===== config.mk =====
export PLATFORM = sky130hd
export DESIGN_NAME = fproc_meas_resp
export DESIGN_NICKNAME = d
export VERILOG_FILES = /design/src/rtl/fproc_pkg.sv /design/src/rtl/fproc_resp_chan.sv /design/src/rtl/fproc_meas_resp.sv
export SDC_FILE = /design/constraint.sdc
export NUM_CORES = 1
export LEC_CHECK = 0
export CAP_MARGIN = 10
export CELL_PAD_IN_SITES_DETAIL_PLACEMENT = 1
export CELL_PAD_IN_SITES_GLOBAL_PLACEMENT = 2
export CORE_MARGIN = 5
export CORE_UTILIZATION = 39
export CTS_CLUSTER_DIAMETER = 30
export DETAILED_ROUTE_END_ITERATION = 8
export DONT_BUFFER_PORTS = 1
export GPL_ROUTABILITY_DRIVEN = 0
export PLACE_DENSITY = 0.93
export SYNTH_ARGS = -nofsm -noshare
export SYNTH_HDL_FRONTEND = slang
export SYNTH_SLANG_ARGS = --single-unit

===== constraint.sdc =====
create_clock -name clk -period 3.9 [get_ports clk]
set_input_delay 0.39 -clock clk [delete_from_list [all_inputs] [get_ports clk]]
set_output_delay 0.39 -clock clk [all_outputs]
set_load 0.1 [all_outputs]

===== src/rtl/fproc_pkg.sv =====
// Shared types and response codes for the fproc measurement responder.
package fproc_pkg;

  localparam int unsigned FPROC_DATA_W = 32;
  localparam int unsigned FPROC_ID_W   = 8;

  localparam logic [FPROC_DATA_W-1:0] FPROC_BAD_ID  = 32'hFFFF_FFFE;
  localparam logic [FPROC_DATA_W-1:0] FPROC_TIMEOUT = 32'hFFFF_FFFF;

  typedef enum logic [1:0] {
    StIdle,
    StWait,
    StResp
  } chan_state_e;

endpackage


===== src/rtl/fproc_resp_chan.sv =====
// One core's request/response FSM: IDLE -> WAIT (for meas_valid[id]) -> RESP -> IDLE.
// Optional WAIT timeout is enabled by defining FPROC_TIMEOUT_EN.
module fproc_resp_chan
  import fproc_pkg::*;
#(
  parameter int unsigned N_MEAS         = 8,
  parameter int unsigned TIMEOUT_CYCLES = 1024
) (
  input  logic                    clk,
  input  logic                    reset,
  input  logic                    req,
  input  logic [FPROC_ID_W-1:0]   id,
  input  logic [N_MEAS-1:0]       meas,
  input  logic [N_MEAS-1:0]       meas_valid,
  output logic [FPROC_DATA_W-1:0] data,
  output logic                    ready
);

  chan_state_e             state_q, state_d;
  logic [FPROC_ID_W-1:0]   id_q, id_d;
  logic [FPROC_DATA_W-1:0] data_q, data_d;

  logic [FPROC_ID_W-1:0] sel_id;
  logic                  sel_in_range;
  logic                  sel_valid;
  logic                  sel_meas;

`ifdef FPROC_TIMEOUT_EN
  localparam int unsigned CNT_W = $clog2(TIMEOUT_CYCLES + 1);
  logic [CNT_W-1:0] cnt_q, cnt_d;
  logic             cnt_done;
  assign cnt_done = (cnt_q == CNT_W'(TIMEOUT_CYCLES - 1));
`endif

  // In IDLE the live request id is decoded so a same-cycle meas_valid is not missed.
  always_comb begin
    sel_id       = (state_q == StIdle) ? id : id_q;
    sel_in_range = 1'b0;
    sel_valid    = 1'b0;
    sel_meas     = 1'b0;
    for (int i = 0; i < int'(N_MEAS); i++) begin
      if (sel_id == FPROC_ID_W'(i)) begin
        sel_in_range = 1'b1;
        sel_valid    = meas_valid[i];
        sel_meas     = meas[i];
      end
    end
  end

  always_comb begin
    state_d = state_q;
    id_d    = id_q;
    data_d  = data_q;
`ifdef FPROC_TIMEOUT_EN
    cnt_d   = '0;
`endif
    unique case (state_q)
      StIdle: begin
        if (req) begin
          id_d = id;
          if (!sel_in_range) begin
            data_d  = FPROC_BAD_ID;
            state_d = StResp;
          end else if (sel_valid) begin
            data_d  = {{(FPROC_DATA_W-1){1'b0}}, sel_meas};
            state_d = StResp;
          end else begin
            state_d = StWait;
          end
        end
      end
      StWait: begin
        if (sel_valid) begin
          data_d  = {{(FPROC_DATA_W-1){1'b0}}, sel_meas};
          state_d = StResp;
        end
`ifdef FPROC_TIMEOUT_EN
        else if (cnt_done) begin
          data_d  = FPROC_TIMEOUT;
          state_d = StResp;
        end else begin
          cnt_d = cnt_q + 1'b1;
        end
`endif
      end
      StResp: begin
        state_d = StIdle;
      end
      default: begin
        state_d = StIdle;
      end
    endcase
  end

  always_ff @(posedge clk) begin
    if (reset) begin
      state_q <= StIdle;
      id_q    <= '0;
      data_q  <= '0;
    end else begin
      state_q <= state_d;
      id_q    <= id_d;
      data_q  <= data_d;
    end
  end

`ifdef FPROC_TIMEOUT_EN
  always_ff @(posedge clk) begin
    if (reset) begin
      cnt_q <= '0;
    end else begin
      cnt_q <= cnt_d;
    end
  end
`endif

  assign ready = (state_q == StResp);
  assign data  = data_q;

endmodule


===== src/rtl/fproc_meas_resp.sv =====
// Per-core measurement responder: slices the core buses onto N_CORES channel FSMs.
// Optional WAIT timeout is enabled by defining FPROC_TIMEOUT_EN.
module fproc_meas_resp
  import fproc_pkg::*;
#(
  parameter int unsigned N_CORES        = 2,
  parameter int unsigned N_MEAS         = 8,
  parameter int unsigned TIMEOUT_CYCLES = 1024
) (
  input  logic                            clk,
  input  logic                            reset,
  input  logic [N_CORES-1:0]              fproc_req,
  input  logic [FPROC_ID_W*N_CORES-1:0]   fproc_id,
  input  logic [N_MEAS-1:0]               meas,
  input  logic [N_MEAS-1:0]               meas_valid,
  output logic [FPROC_DATA_W*N_CORES-1:0] fproc_data,
  output logic [N_CORES-1:0]              fproc_ready
);

  for (genvar c = 0; c < int'(N_CORES); c++) begin : g_chan
    fproc_resp_chan #(
      .N_MEAS        (N_MEAS),
      .TIMEOUT_CYCLES(TIMEOUT_CYCLES)
    ) u_chan (
      .clk       (clk),
      .reset     (reset),
      .req       (fproc_req[c]),
      .id        (fproc_id[c*FPROC_ID_W +: FPROC_ID_W]),
      .meas      (meas),
      .meas_valid(meas_valid),
      .data      (fproc_data[c*FPROC_DATA_W +: FPROC_DATA_W]),
      .ready     (fproc_ready[c])
    );
  end

endmodule


==> implementation parameters, run 1 <==
Parameter                              Value

Worst setup path
  Crit path capture type    register
  Worst flop-to-flop path endpoint    g_chan[1].u_chan.data[14]
  Count of cells along the worst register-to-register path    8
  Critical path launch point type    register
  Worst Path Class, Setup    register to register
  Arrival time of data at the critical path endpoint    3180 ps
  Worst flop-to-flop path startpoint    g_chan[1].u_chan.state_q[1]
  Worst Path Required    4130 ps
  Maximum net fanout on the critical path    17
  Register-to-Register Setup Slack    950 ps

Pwr
  Leakage Power    1.54 nW
  Total Power    2.50 mW
  Max rail drop VDD    0.393 mV
  Switching power as a share of total power    47.4%
  Part of the power in registers    65.4%
  P per Cell Area    692 nW/um^2
  Internal Power    1.31 mW
  Power dissipated by switching net loads    1.18 mW
  Share of power burned in the clock network    24.0%
  Fraction of power consumed by combinational cells    10.6%

Synth
  Share of the synthesized area in the top cell type    49.6%
  Most common library cells after synthesis    dfxtp_1, nor2_1, nand2_1
  Post-Synthesis Net Count    408
  Cell taking the most area after synthesis    dfxtp_1
  Avg Inst Size Synth    9.11 sq um
  Yosys cell types    54
  Most frequent cell after synthesis    dfxtp_1
  Instance count of the mapped netlist    372
  Number of flip-flops and latches in the synthesized netlist    84
  Part of the Yosys area used for sequential elements    49.6%
  Share of synthesized flip-flops with an asynchronous set or reset    0%
  Leading cell types by total area after synthesis    dfxtp_1, a21o_1, nor2_2, nor2_1, nand2_1
  Number of enable flip-flop cells after synthesis    0
  Warnings, synthesis    0
  Top FF cell, synth    dfxtp_1
  Area of the mapped netlist    3390 sq um

Global routing
  Grt ovf    0
  Via count of the first global-routing pass    2,648
  Wire length of the first global-routing pass    13,200 microns
  Global routing usage summed across all routing layers    15.8%
  Pin count of the biggest net entering global routing    32
  Initial antenna violation count    0

Clock tree
  Clock edge transition at the registers on the reported setup and hold paths    90 ps
  Number of buffers inserted for hold repair after clock tree synthesis    0
  CTS H-tree depth    3
  PostCTS Resize Cnt    0
  Number of buffers inserted to repair setup after CTS    0
  Clock tree buffer depth    2
  Total clock buffers created by CTS    9
  Clock tree from TritonCTS    built
  Count of clock tree sinks    84
  Cell at the root of the clock tree    clkbuf_8
  Clk Latency, worst-skew pair    350 ps

Placed design
  Post-Place Setup Slack    902 ps
  Port Buf Inserts    0
  Instance area at placement    3410 sq um
  HPWL reported at the end of detailed placement    6250 microns

Die
  Top Ports    102
  Area of the die    10,700 sq um
  Horizontal die dimension    103 microns
  Placement Rows    34
  Initial Utilization    39.4%
  Core area    8590 sq um
  Die Y    103 microns

Timing
  Period Utilization, post-route    75.6%
  Unrepaired setup endpoints after global routing    no
  Slew @ Worst Pin    1060 ps
  Number of hold violations in the final report    0
  Post-layout minimum cycle time    2950 ps
  Final Worst Setup Slack    953 ps
  Maximum achievable frequency    0.339 GHz
  Final-report setup violation count    0
  Final slew viol count    0
  Headroom to the max-slew limit    28.9%
  Final setup skew    13.9 ps
  Setup TNS    0 ps

Route
  Via count of the routed design    2,539
  Number of vias per cell    5.35
  Routed wirelength normalized by instance count    17.3 microns
  Number of remaining DRC errors    0
  Remaining number of nets flagged by the antenna check after routing    0
  Number of iterations in the first detailed-routing pass    4
  Iter 0 DRT Violations    75
  Total Wirelength    8220 microns

Finish
  Ratio of cells with drive above 1 in the final layout    18.5%
  Antenna fix cells    0
  Signed area change from the synthesized netlist to the final layout    6.53%
  Count of fill cells added during filler insertion    994
  Sequential standard cell area    1680 sq um
  NumNets Final    398
  Non-Filler Cell Area, Final    3610 sq um
  Area taken by multi-input logic gates    1550 sq um

Job
  Max Cap Violations    0

Outcome
  Run status    finished, final reports clean

Hold path
  Worst Hold Endpoint    g_chan[0].u_chan.id_q[1]
  Hold Path Class    primary input to register
  Worst min-delay path startpoint    reset
  Number of cells traversed by the worst hold path    1
-- metrics by stage --
stage | hold slack (ps) | instances | util, %
after floorplan | 435 | 372 | -
after global placement | 439 | 459 | 39.7
after detailed placement | 445 | 459 | 39.7
after CTS | 76.0 | 475 | 42.0
after global routing | 70.0 | 475 | 42.0
final | 104 | 475 | 42.0
-- cell usage in the layout, fill, tap and decap left out, types with 2 or more instances in the layout --
cell       netlist  routed
dfxtp_1         84      84
nor2_1          46      44
nand2_1         42      42
nor2_2          30      32
a21o_1          32      32
a21oi_1         28      28
clkbuf_8         0       9
nor4_1           7       7
inv_1            7       7
o21ai_0          6       6
mux2i_1          3       3
and2_1           3       3
nand3_1          3       3
nand2b_1         3       3
nor4b_1          3       3
nand3b_1         3       3
a2111oi_0        3       3
a211oi_1         3       3
nor2b_1          5       3
clkinv_4         0       3
inv_8            0       3
buf_4            6       3
nor2b_2          0       2
nor2_4           2       2
nor3b_1          2       2
a32oi_1          2       2
nor3_1           2       2
mux2_2           2       2
-- critical path: stages, from the launching register on --
cell,delay [ps]
dfxtp_1,420
or3b_1,420
and2_1,250
nand2b_1,140
o21ai_0,100
a222oi_1,510
a31o_2,550
buf_4,370
nor2_2,70
-- registers in the layout, summed over array words and instances (netlist names) --
name	count
g_chan.u_chan.id_q	16
g_chan.u_chan.data	64
g_chan.u_chan.state_q	4
-- cell families (layout without fill, tap and decap cells) --
logic type             after synthesis  in the layout  synth area share (%)
DFF                                 84             84                  49.6
muxes                                7              7                  2.66
and+or+nand+nor                    159            159                  23.9
AOI/OAI and AO/OA                   91             91                  18.8
buffers and inverters               31             26                  5.09
-- how the worst max path moves through the flow --
stage                                start                   endpoint  slack, ps
6_report       g_chan[1].u_chan.state_q[1]  g_chan[1].u_chan.data[14]        950
5_1_grt        g_chan[1].u_chan.state_q[1]  g_chan[1].u_chan.data[14]        760
4_1_cts        g_chan[1].u_chan.state_q[1]  g_chan[1].u_chan.data[14]        920
3_5_place_dp                  fproc_id[12]  g_chan[1].u_chan.data[10]        900
3_3_place_gp   g_chan[1].u_chan.state_q[1]  g_chan[1].u_chan.data[10]       1020
2_1_floorplan  g_chan[1].u_chan.state_q[1]  g_chan[1].u_chan.data[11]       1580
-- per-layer routing --
metal / up-vias / part of all wire [%] / track usage, %
li1: 1250 / - / -
met5: - / 0 / 0
met3: 9 / 9.3 / 6.17
met4: 0 / 1.4 / 6.47
met2: 72 / 51 / 27.1
met1: 1208 / 38 / 17.4
-- power groups by stage --
stage               combinational, mW  clock (mW)  sequential (mW)
floorplan                       0.246           0             1.62
global placement                0.254           0             1.65
detailed placement              0.270           0             1.65
CTS                             0.270       0.625             1.64
global route                    0.300       0.664             1.65
finish                          0.266       0.599             1.63
-- final cells by class --
type | count | share of cell area [%]
multi-input combinational | 257 | 42.8
sequential | 84 | 46.6
tap | 108 | 3.74
timing repair buffer | 3 | 0.624
inverter | 7 | 0.728
clock inverter | 7 | 2.11
clock buffer | 9 | 3.43
Note: power is estimated with default switching activity, not from simulation.
==> run 2, diff against run 1 <==
- CORE_UTILIZATION: 39 -> 33
- PLACE_DENSITY: 0.93 -> 0.85
- clock period: 3.9 -> 2.7 ns (I/O delays scaled with it)
==> implementation parameters, run 2 (synthesized netlist as in run 1, its figures left out) <==
Parameter                              Value

Pwr
  Share of power burned in the clock network    26.7%
  Switching power as a share of total power    43.8%
  Internal Power    2.13 mW
  Part of the power in registers    62.4%
  Max rail drop VDD    0.559 mV
  P per Cell Area    998 nW/um^2
  Total Power    3.78 mW
  Fraction of power consumed by combinational cells    10.9%
  Power dissipated by switching net loads    1.66 mW
  Leakage Power    1.61 nW

Finish
  Most common library cell in the layout ignoring fill and taps    dfxtp_1
  Max reg flops    64
  Signed area change from the synthesized netlist to the final layout    11.9%
  Final core utilization    37.2%
  Ratio of cells with drive above 1 in the final layout    20.7%
  Count of fill cells added during filler insertion    1,179
  Area taken by multi-input logic gates    1570 sq um
  Sequential standard cell area    1680 sq um
  Antenna fix cells    0
  Commonest non-fill, non-tap cells in the layout    dfxtp_1, nor2_1, nand2_1
  NumNets Final    408
  Final Instance Count excl. Fillers    513

Timing
  Maximum achievable frequency    0.391 GHz
  Period Utilization, post-route    94.7%
  Final setup skew    8.46 ps
  Headroom to the max-slew limit    31.5%
  Number of hold violations in the final report    0
  Setup TNS    0 ps
  Final-report setup violation count    0
  Unrepaired setup endpoints after global routing    no
  Slew @ Worst Pin    1030 ps
  Final slew viol count    0
  Post-layout minimum cycle time    2560 ps

Clock tree
  Clk Latency, worst-skew pair    340 ps
  Total clock buffers created by CTS    9
  Clock edge transition at the registers on the reported setup and hold paths    80 ps
  Clock tree from TritonCTS    built
  Count of clock tree sinks    84
  Cell at the root of the clock tree    clkbuf_8
  CTS H-tree depth    3
  Clock tree buffer depth    2

Hold path
  Hold Path Class    primary input to register

Worst setup path
  Worst path most repeated cell    nor2_2
  Arrival time of data at the critical path endpoint    2840 ps
  Cell with the biggest individual delay on the critical path    dfxtp_1
  Critical path's top delay family    simple AND/OR/NAND/NOR gates
  Worst Path Required    2980 ps
  Crit path capture type    register
  Maximum net fanout on the critical path    31
  Worst Path Class, Setup    register to register
  Ordered cell list for the critical path    nor2_2 -> mux2i_1 -> a2111oi_0 -> a211o_1 -> or3_4 -> a31o_2 -> buf_12 -> nor2_2
  Critical path launch point type    register
  Buffering stage count on the worst path with inverters included    1
  Biggest cell delay along the critical path    420 ps

Die
  Area of the die    12,400 sq um
  Placement Rows    37
  Top Ports    102
  Horizontal die dimension    111 microns
  Core area    10,200 sq um
  Die Y    111 microns
  Initial Utilization    33.3%

Global routing
  Via count of the first global-routing pass    2,704
  Global routing usage summed across all routing layers    13.6%
  Wire length of the first global-routing pass    13,800 microns
  Grt ovf    0
  Initial antenna violation count    0
  Pin count of the biggest net entering global routing    32

Placed design
  Number of instances in the placed design    494
  HPWL reported at the end of detailed placement    6350 microns
  Port Buf Inserts    0

Route
  Total Wirelength    8760 microns
  Number of iterations in the first detailed-routing pass    4
  Iter 0 DRT Violations    91
  Number of vias per cell    5.10
  Remaining number of nets flagged by the antenna check after routing    0
  Number of remaining DRC errors    0
  Via count of the routed design    2,616
  Routed wirelength normalized by instance count    17.1 microns

Job
  Max Cap Violations    0

Outcome
  Run status    finished, final reports clean
-- run 2: worst paths after layout --
| path | startpoint | end | slack [ps] | cells past startpoint |
|---|---|---|---|---|
| max | g_chan[1].u_chan.state_q[1] | g_chan[1].u_chan.data[23] | 140 | 8 |
| min | fproc_id[7] | g_chan[0].u_chan.id_q[7] | 50 | 2 |
| max reg2reg | g_chan[1].u_chan.state_q[1] | g_chan[1].u_chan.data[23] | 140 | 8 |
| min reg2reg | g_chan[0].u_chan.id_q[7] | g_chan[0].u_chan.id_q[7] | 460 | 2 |
-- run 2: power groups by stage --
stage	Sequential, mW	Combinational (mW)	Clock (mW)
2_1_floorplan	2.34	0.356	0
3_3_place_gp	2.39	0.385	0
3_5_place_dp	2.39	0.404	0
4_1_cts	2.36	0.413	1.05
5_1_grt	2.38	0.466	1.10
6_report	2.36	0.414	1.01
-- run 2: repair_timing --
item | CTS | global route
endpoints found under the setup margin | 5 | 63
endpoints found under the hold margin | 20 | 0
gates cloned | 0 | 1
hold buffers | 1 | 0
gates resized for setup | 1 | 4
buffers inserted | 0 | 1
pin swaps | 0 | 1
-- run 2: cell type report --
class	instances	area share, %
Clock buffer	13	4.19
Clock inverter	3	1.81
Multi-Input combinational cell	258	41.4
Sequential cell	84	44.4
Inverter	7	0.693
Timing Repair Buffer	12	3.10
Tap cell	136	4.49
-- run 2: through the flow --
stage | worst slack (ps) | hold slack (ps) | area, sq um
2_1_floorplan | 385 | 406 | 3390
4_1_cts | -4.38 | 26.1 | 3750
3_5_place_dp | 10.7 | 344 | 3510
5_1_grt | 24.6 | 26.1 | 3790
3_3_place_gp | 84.9 | 341 | 3510
6_report | 143 | 54.1 | 3790
-- run 2: metal layers --
layer / global-route usage, % / wire length [microns] / vias to the layer above
met5: 0 / 0 / -
met4: 5.27 / 147 / 0
met3: 7.66 / 974 / 13
met2: 21.2 / 3950 / 85
met1: 15.6 / 3680 / 1243
li1: - / - / 1275
